<file path="config.mk">
export PLATFORM = sky130hd
export DESIGN_NAME = multi_channel_blinker
export DESIGN_NICKNAME = d
export VERILOG_FILES = /design/src/rtl/multi_channel_blinker.sv
export SDC_FILE = /design/constraint.sdc
export NUM_CORES = 1
export LEC_CHECK = 0
export CORE_ASPECT_RATIO = 1.1
export CORE_UTILIZATION = 61
export CTS_CLUSTER_SIZE = 24
export DETAILED_ROUTE_END_ITERATION = 10
export PLACE_DENSITY = 0.81
export SLEW_MARGIN = 20
export SYNTH_ARGS = -nofsm -noshare
export SYNTH_HDL_FRONTEND = slang
export SYNTH_SLANG_ARGS = --single-unit
</file>
<file path="constraint.sdc">
create_clock -name clock -period 2.5 [get_ports clock]
set_input_delay 0.5 -clock clock [delete_from_list [all_inputs] [get_ports clock]]
set_output_delay 0.5 -clock clock [all_outputs]
set_load 0.1 [all_outputs]
</file>
<file path="src/rtl/multi_channel_blinker.sv">
// N-channel LED blinker: a shared beat prescaler plus, per channel, a one-hot rate,
// a down-timer and a toggle output. Rates are adjusted one channel at a time.
module multi_channel_blinker #(
  parameter int                  CHANNELS   = 4,
  parameter int                  PERIOD_W   = 9,
  parameter int                  BEAT_DIV   = 32,
  parameter logic [PERIOD_W-1:0] RESET_RATE = 9'b000010000,
  localparam int                 CH_W       = (CHANNELS > 1) ? $clog2(CHANNELS) : 1
) (
  input  logic                clock,
  input  logic                reset,
  input  logic [CH_W-1:0]     chan_sel,
  input  logic                shift_left,
  input  logic                shift_right,
  input  logic [CHANNELS-1:0] enable,
  input  logic                sync,
  output logic [CHANNELS-1:0] out,
  output logic                beat,
  output logic [PERIOD_W-1:0] rate_sel
);

  localparam int PS_W = (BEAT_DIV > 2) ? $clog2(BEAT_DIV) : 1;

  logic [PS_W-1:0]     presc;
  logic [PERIOD_W-1:0] rate  [CHANNELS];
  logic [PERIOD_W-1:0] timer [CHANNELS];

  always_ff @(posedge clock) begin
    if (reset) begin
      presc <= '0;
    end else if (presc == PS_W'(BEAT_DIV - 1)) begin
      presc <= '0;
    end else begin
      presc <= presc + PS_W'(1);
    end
  end

  // Decoded from the count, so beat is low while reset holds the count at zero.
  assign beat = (presc == PS_W'(BEAT_DIV - 1));

  always_ff @(posedge clock) begin
    for (int i = 0; i < CHANNELS; i++) begin
      if (reset) begin
        rate[i] <= RESET_RATE;
      end else if (32'(chan_sel) == 32'(i) && (shift_left ^ shift_right)) begin
        if (shift_left && !rate[i][PERIOD_W-1]) begin
          rate[i] <= rate[i] << 1;
        end else if (shift_right && rate[i] != PERIOD_W'(1)) begin
          rate[i] <= rate[i] >> 1;
        end
      end
    end
  end

  always_comb begin
    rate_sel = '0;
    for (int i = 0; i < CHANNELS; i++) begin
      if (32'(chan_sel) == 32'(i)) begin
        rate_sel = rate[i];
      end
    end
  end

  // The reload reads rate[i] before any same-cycle shift lands, so a shift
  // only affects the following half-period.
  always_ff @(posedge clock) begin
    for (int i = 0; i < CHANNELS; i++) begin
      if (reset || sync || !enable[i]) begin
        timer[i] <= '0;
        out[i]   <= 1'b0;
      end else if (beat && timer[i] == '0) begin
        timer[i] <= rate[i] - PERIOD_W'(1);
        out[i]   <= ~out[i];
      end else if (beat) begin
        timer[i] <= timer[i] - PERIOD_W'(1);
      end
    end
  end

endmodule

</file>
==> impl_metrics.ini, run 1 <==
[run_status]
status = finished clean

[die]
io_pins = 25
core-area_um2 = 7639
fp-row-count = 33
die_h_um = 96.12
start_util = 0.6431
dieArea_um2 = 8416
die_w_um = 87.56

[cells_and_area]
fin_nets = 513
areaGrowthSynthToFinish_pct = 17.35
final_layout_size_suffix_gt1_frac = 0.1866
design_area_um2 = 5764
num_antenna_cells = 0
final_util = 0.7546

[detailed_routing]
vias_per_cell = 6.189
drtIter0Drc = 329
drcViolationCount = 0
wl_per_cell_um = 17.92
firstDrtPassIters = 4
vias = 3701
wl_mm = 10.72
ant_nets = 0

[clock_network]
clk_latency_ns = 0.36
cts_sinks = 81
root_buffer = clkbuf_8
holdBufCountCts = 0
clock_path_buffers = 2
cts_inserted_buffers = 9
htreeDepth = 3
postCtsSetupRepairBufs = 0
clk_pin_slew_ns = 0.09
cts_tree = built

[power_and_ir_drop]
p_leak_nw = 2.161
power_density_nw_per_um2 = 532.1
peakVddDrop_mv = 0.3683
power_mw = 3.067

[setup_path]
cp_max_fo = 13
crit_chain = clkdlybuf4s50_1 > buf_12 > mux4_2 > buf_12
required_ns = 2.00
startpoint = chan_sel[0]
critPathMostFrequentCell = buf_12
rrSetupSlack_ns = 0.32
critPathMaxStageDelay_ns = 0.56
reg2reg_depth = 7
r2r-end = out[2]$_SDFFE_PP0P_
start_kind = input port
worst-endpoint-arrival_ns = 1.92
critical_path.slowest_cell = mux4_2
cp-end-kind = output port
r2r-start = presc[0]$_SDFF_PP0_
path_class = in2out

[logic_synthesis]
synthAdderAreaFrac = 0.03566
yosys_register_bits = 81
yosysTopAreaCellShare = 0.4401
synthArstFlopShare = 0
yosysWarnings = 0
ys_top_cells_by_count = edfxtp_1, nor2_1, xnor2_1, a22o_1, nand2_1
synth_nets = 460
synth_top_family_by_area = simple AND/OR/NAND/NOR gates
synthFlopType = edfxtp_1
yosys-top-cells-area = edfxtp_1, xnor2_1, a22o_1
avgSynthCellArea_um2 = 11.29
synth_compound_area_frac = 0.1187
yosysSeqAreaShare = 0.4768
synth_cells = 435
synth-simple-area-share = 0.1956
yosys.cell_count.top_type = edfxtp_1
synth-edff-count = 72
synthesis.area_um2 = 4912
synth.area.mux_share = 0.05323
synth-xor-area-share = 0.08737
ys_types = 58
synth_top_area_cell = edfxtp_1

[timing]
clock_skew_ns = 0.01692
final_max_slew_viol_count = 0
rsz0062_at_grt = no
finalCritPeriodShare = 0.9678
setup_viol_count_final = 0
min_period_ns = 2.420
clock.fmax_ghz = 0.4133
relSlewSlack = 0.6315
hold_viol_final = 0
worst-slew-pin-transition_ns = 0.5477

[min_path]
hold_class = reg2reg
hold_path_end = presc[0]$_SDFF_PP0_
worstHoldStart = presc[0]$_SDFF_PP0_
hold_depth = 1

[placement]
dp_hpwl_mm = 7.927
placed_cell_area_um2 = 5580
place.gp.congestion = 0.8867
port_buffers = 24

[global_route]
grt_pass1_wl_mm = 17.19
grt_start_max_net_pins = 18
antenna_found_initial = 0
track_usage = 0.2748
first_global_vias = 3550
grt-ovfl-total = 0

[job]
drv_cap = 0
==> sequential cells by signal, indices dropped and copies added (netlist names) <==
register  flops
timer        36
out           4
presc         5
rate         36
==> power breakdown <==
group / internal, mW / switching, mW
Sequential: 1.52 / 0.0780
Combinational: 0.233 / 0.309
Clock: 0.427 / 0.497
Total: 2.18 / 0.884
==> cells by family after synthesis <==
family                     after synthesis
DFF                                     81
buffers and inverters                   36
muxes                                   14
xor gates and xnor gates                49
and+or+nand+nor                        164
adders and majority gates               14
AOI/OAI and AO/OA                       77
==> metrics by stage <==
stage	hold slack [ns]	TNS (ns)	std cells	setup slack [ns]
2_1_floorplan	0.4319	0	435	0.05771
3_3_place_gp	0.4430	0	582	0.002420
3_5_place_dp	0.4594	-0.2747	582	-0.03059
4_1_cts	0.4719	0	598	0.009866
5_1_grt	0.4909	0	598	0.04022
6_report	0.4726	0	598	0.08047
==> critical path: cells and delay by family <==
| kind | cells | cell delay (ns) |
|---|---|---|
| buffers and inverters | 3 | 0.85 |
| multiplexers | 1 | 0.56 |
==> repair_timing <==
item / CTS / global route
setup endpoints to repair: 0 / 1
hold endpoints to repair: 0 / 0
resized for setup: 0 / 1
==> area by class of cell <==
type	instances	area, µm²
Multi-Input combinational cell	318	2409
Sequential cell	81	2342
Clock buffer	11	152.6
Tap cell	105	131.4
Timing Repair Buffer	57	615.6
Fill cell	505	1874
Inverter	21	78.83
Clock inverter	5	35.03
==> routing by layer <==
layer / vias up / GRT usage / wire [µm] / share of wire
met3: 19 / 0.06089 / 670 / 0.063
li1: 1752 / - / - / -
met5: - / 0 / 0 / 0
met1: 1786 / 0.3625 / 4633 / 0.43
met2: 144 / 0.4525 / 5179 / 0.48
met4: 0 / 0.09153 / 234 / 0.022
==> worst max path at each step <==
stage,end,depth (start not counted)
floorplan,rate_sel[3],3
global placement,rate[0][5]$_DFFE_PP_,6
detailed placement,rate[0][6]$_DFFE_PP_,6
CTS,rate_sel[3],4
global route,rate_sel[7],4
finish,rate_sel[7],4
==> placed cells by master (no fill, tap or decap), types with 3 or more instances in the layout <==
| cell type | netlist | final |
|---|---|---|
| dfxtp_1 | 9 | 9 |
| nand2b_1 | 7 | 7 |
| ha_1 | 14 | 13 |
| inv_1 | 21 | 21 |
| mux4_2 | 8 | 9 |
| buf_12 | 0 | 13 |
| nor2b_1 | 4 | 4 |
| nor3_1 | 18 | 18 |
| nor3_2 | 5 | 5 |
| or4_1 | 4 | 4 |
| or3b_1 | 4 | 4 |
| clkbuf_8 | 0 | 9 |
| clkdlybuf4s50_1 | 0 | 10 |
| a22o_1 | 25 | 25 |
| nor3b_1 | 6 | 6 |
| or3_1 | 6 | 6 |
| or2_2 | 3 | 3 |
| edfxtp_1 | 72 | 72 |
| a211oi_1 | 14 | 14 |
| nor4_2 | 6 | 6 |
| o31ai_1 | 3 | 3 |
| nand3b_1 | 3 | 3 |
| nor2_1 | 33 | 33 |
| mux2_1 | 4 | 4 |
| xor2_1 | 19 | 19 |
| a21oi_1 | 9 | 9 |
| buf_4 | 4 | 34 |
| nand2_1 | 25 | 25 |
| nor4_1 | 8 | 8 |
| nand3_1 | 10 | 10 |
| o22ai_1 | 8 | 8 |
| a21o_1 | 4 | 4 |
| xnor2_1 | 30 | 30 |
| and2_1 | 9 | 9 |
Note: power is estimated with default switching activity, not from simulation.
==> run 2, diff against run 1 <==
Settings changed: CORE_UTILIZATION 61 to 47, PLACE_DENSITY 0.81 to unset.
==> run 2 against run 1 <==
Total power up 3.2%. Critical path depth unchanged. Via count is 3.2% lower. Critical endpoint is now rate_sel[4]. Global-route usage shrank 4.3 points. Maximum frequency is 6.3% higher. Setup slack gained 0.14 ns.
==> impl_metrics.ini, run 2 (synthesized netlist as in run 1, its figures left out) <==
[setup_path]
worst-endpoint-arrival_ns = 1.78
critPathBufInv = 3
crit_chain = dlygate4sd2_1 > buf_4 > mux4_2 > buf_12
crit_family = buffers and inverters
cp_max_fo = 6
critPathMaxStageDelay_ns = 0.54
path_class = in2out
cp-end-kind = output port
required_ns = 2.00
start_kind = input port
critical_path.slowest_cell = mux4_2

[cells_and_area]
areaGrowthSynthToFinish_pct = 20.78
fin_cells = 645
reg_top3 = rate: 36 flops, timer: 36 flops, presc: 5 flops
final_layout_size_suffix_gt1_frac = 0.2079
fin_nets = 525
design_area_um2 = 5933
layout_commonest_cell = edfxtp_1
layout_common_cells = edfxtp_1, buf_4, nor2_1
num_antenna_cells = 0

[global_route]
first_global_vias = 3519
track_usage = 0.2321
grt-ovfl-total = 0
antenna_found_initial = 0
grt_pass1_wl_mm = 18.59
use_met1 = 0.3050
use_met2 = 0.3690
grt_use_met3 = 0.05256
grt_busiest_layer = met2
grt_start_max_net_pins = 18

[clock_network]
holdBufCountCts = 0
clk_latency_ns = 0.38
cts_inserted_buffers = 9
clk_pin_slew_ns = 0.09
htreeDepth = 3
root_buffer = clkbuf_8
cts_sinks = 81
clock_path_buffers = 2
cts_tree = built

[timing]
finalCritPeriodShare = 0.9105
hold_viol_final = 0
rsz0062_at_grt = no
worst-slew-pin-transition_ns = 0.5196
setup-tns-final_ns = 0
relSlewSlack = 0.6504
layout_setup_ws_ns = 0.2237
setup_viol_count_final = 0
clock.fmax_ghz = 0.4393
min_period_ns = 2.276
fin_hold_ws_ns = 0.4652
clock_skew_ns = 0.009442
final_max_slew_viol_count = 0

[placement]
port_buffers = 24
placed_cell_area_um2 = 5727
place.gp.congestion = 0.8175
dp_hpwl_mm = 8.711
post-place-ws_ns = -0.1480
placed_cells = 629

[detailed_routing]
wl_per_cell_um = 17.66
firstDrtPassIters = 5
drtIter0Drc = 188
vias = 3582
ant_nets = 0
drcViolationCount = 0
vias_per_cell = 5.553
wl_mm = 11.39

[die]
fp-row-count = 38
io_pins = 25
core-area_um2 = 10030
dieArea_um2 = 10870
start_util = 0.4896
die_w_um = 99.48
die_h_um = 109.2

[job]
drv_cap = 0

[power_and_ir_drop]
p_leak_nw = 2.228
peakVddDrop_mv = 0.3174
power_density_nw_per_um2 = 533.5

[min_path]
hold_class = reg2reg

[run_status]
status = finished clean
run 2: worst paths after layout:
| check | from | cells past startpoint | to | slack (ns) |
|---|---|---|---|---|
| setup reg to reg | timer[3][0]$_DFFE_PP_ | 7 | timer[3][1]$_DFFE_PP_ | 0.28 |
| setup / recovery | chan_sel[0] | 4 | rate_sel[4] | 0.22 |
| hold / removal | presc[0]$_SDFF_PP0_ | 1 | presc[0]$_SDFF_PP0_ | 0.47 |
| hold reg to reg | presc[0]$_SDFF_PP0_ | 1 | presc[0]$_SDFF_PP0_ | 0.47 |
run 2: stage by stage:
stage               total power [mW]  utilization
floorplan                      1.978            -
detailed placement             2.193       0.5708
CTS                            3.192       0.5909
global route                   3.300       0.5914
global placement               2.184       0.5708
finish                         3.165       0.5914
run 2: per-layer routing:
| metal | routed length [µm] | vias up |
|---|---|---|
| met3 | 480 | 13 |
| met5 | 0 | - |
| met4 | 258 | 0 |
| met2 | 5255 | 70 |
| met1 | 5396 | 1714 |
| li1 | - | 1785 |
run 2: timing repair:
item,CTS,global route
gates resized for setup,1,1
setup buffers,0,0
endpoints found under the hold margin,0,0
setup endpoints to repair,7,36
run 2: layout make-up:
type	instances	area (µm²)
fill	860	4099
multi-input combinational	318	2417
sequential	81	2342
timing repair buffer	69	716.9
tap	140	175.2
clock buffer	9	123.9
clock inverter	7	78.83
inverter	21	78.83
run 2: power breakdown:
part	switching [mW]	total (mW)	leakage, nW	internal, mW
sequential	0.0703	1.59	0.856	1.52
clock	0.533	1.00	0.0925	0.469
combinational	0.323	0.570	1.28	0.247
total	0.926	3.17	2.23	2.24
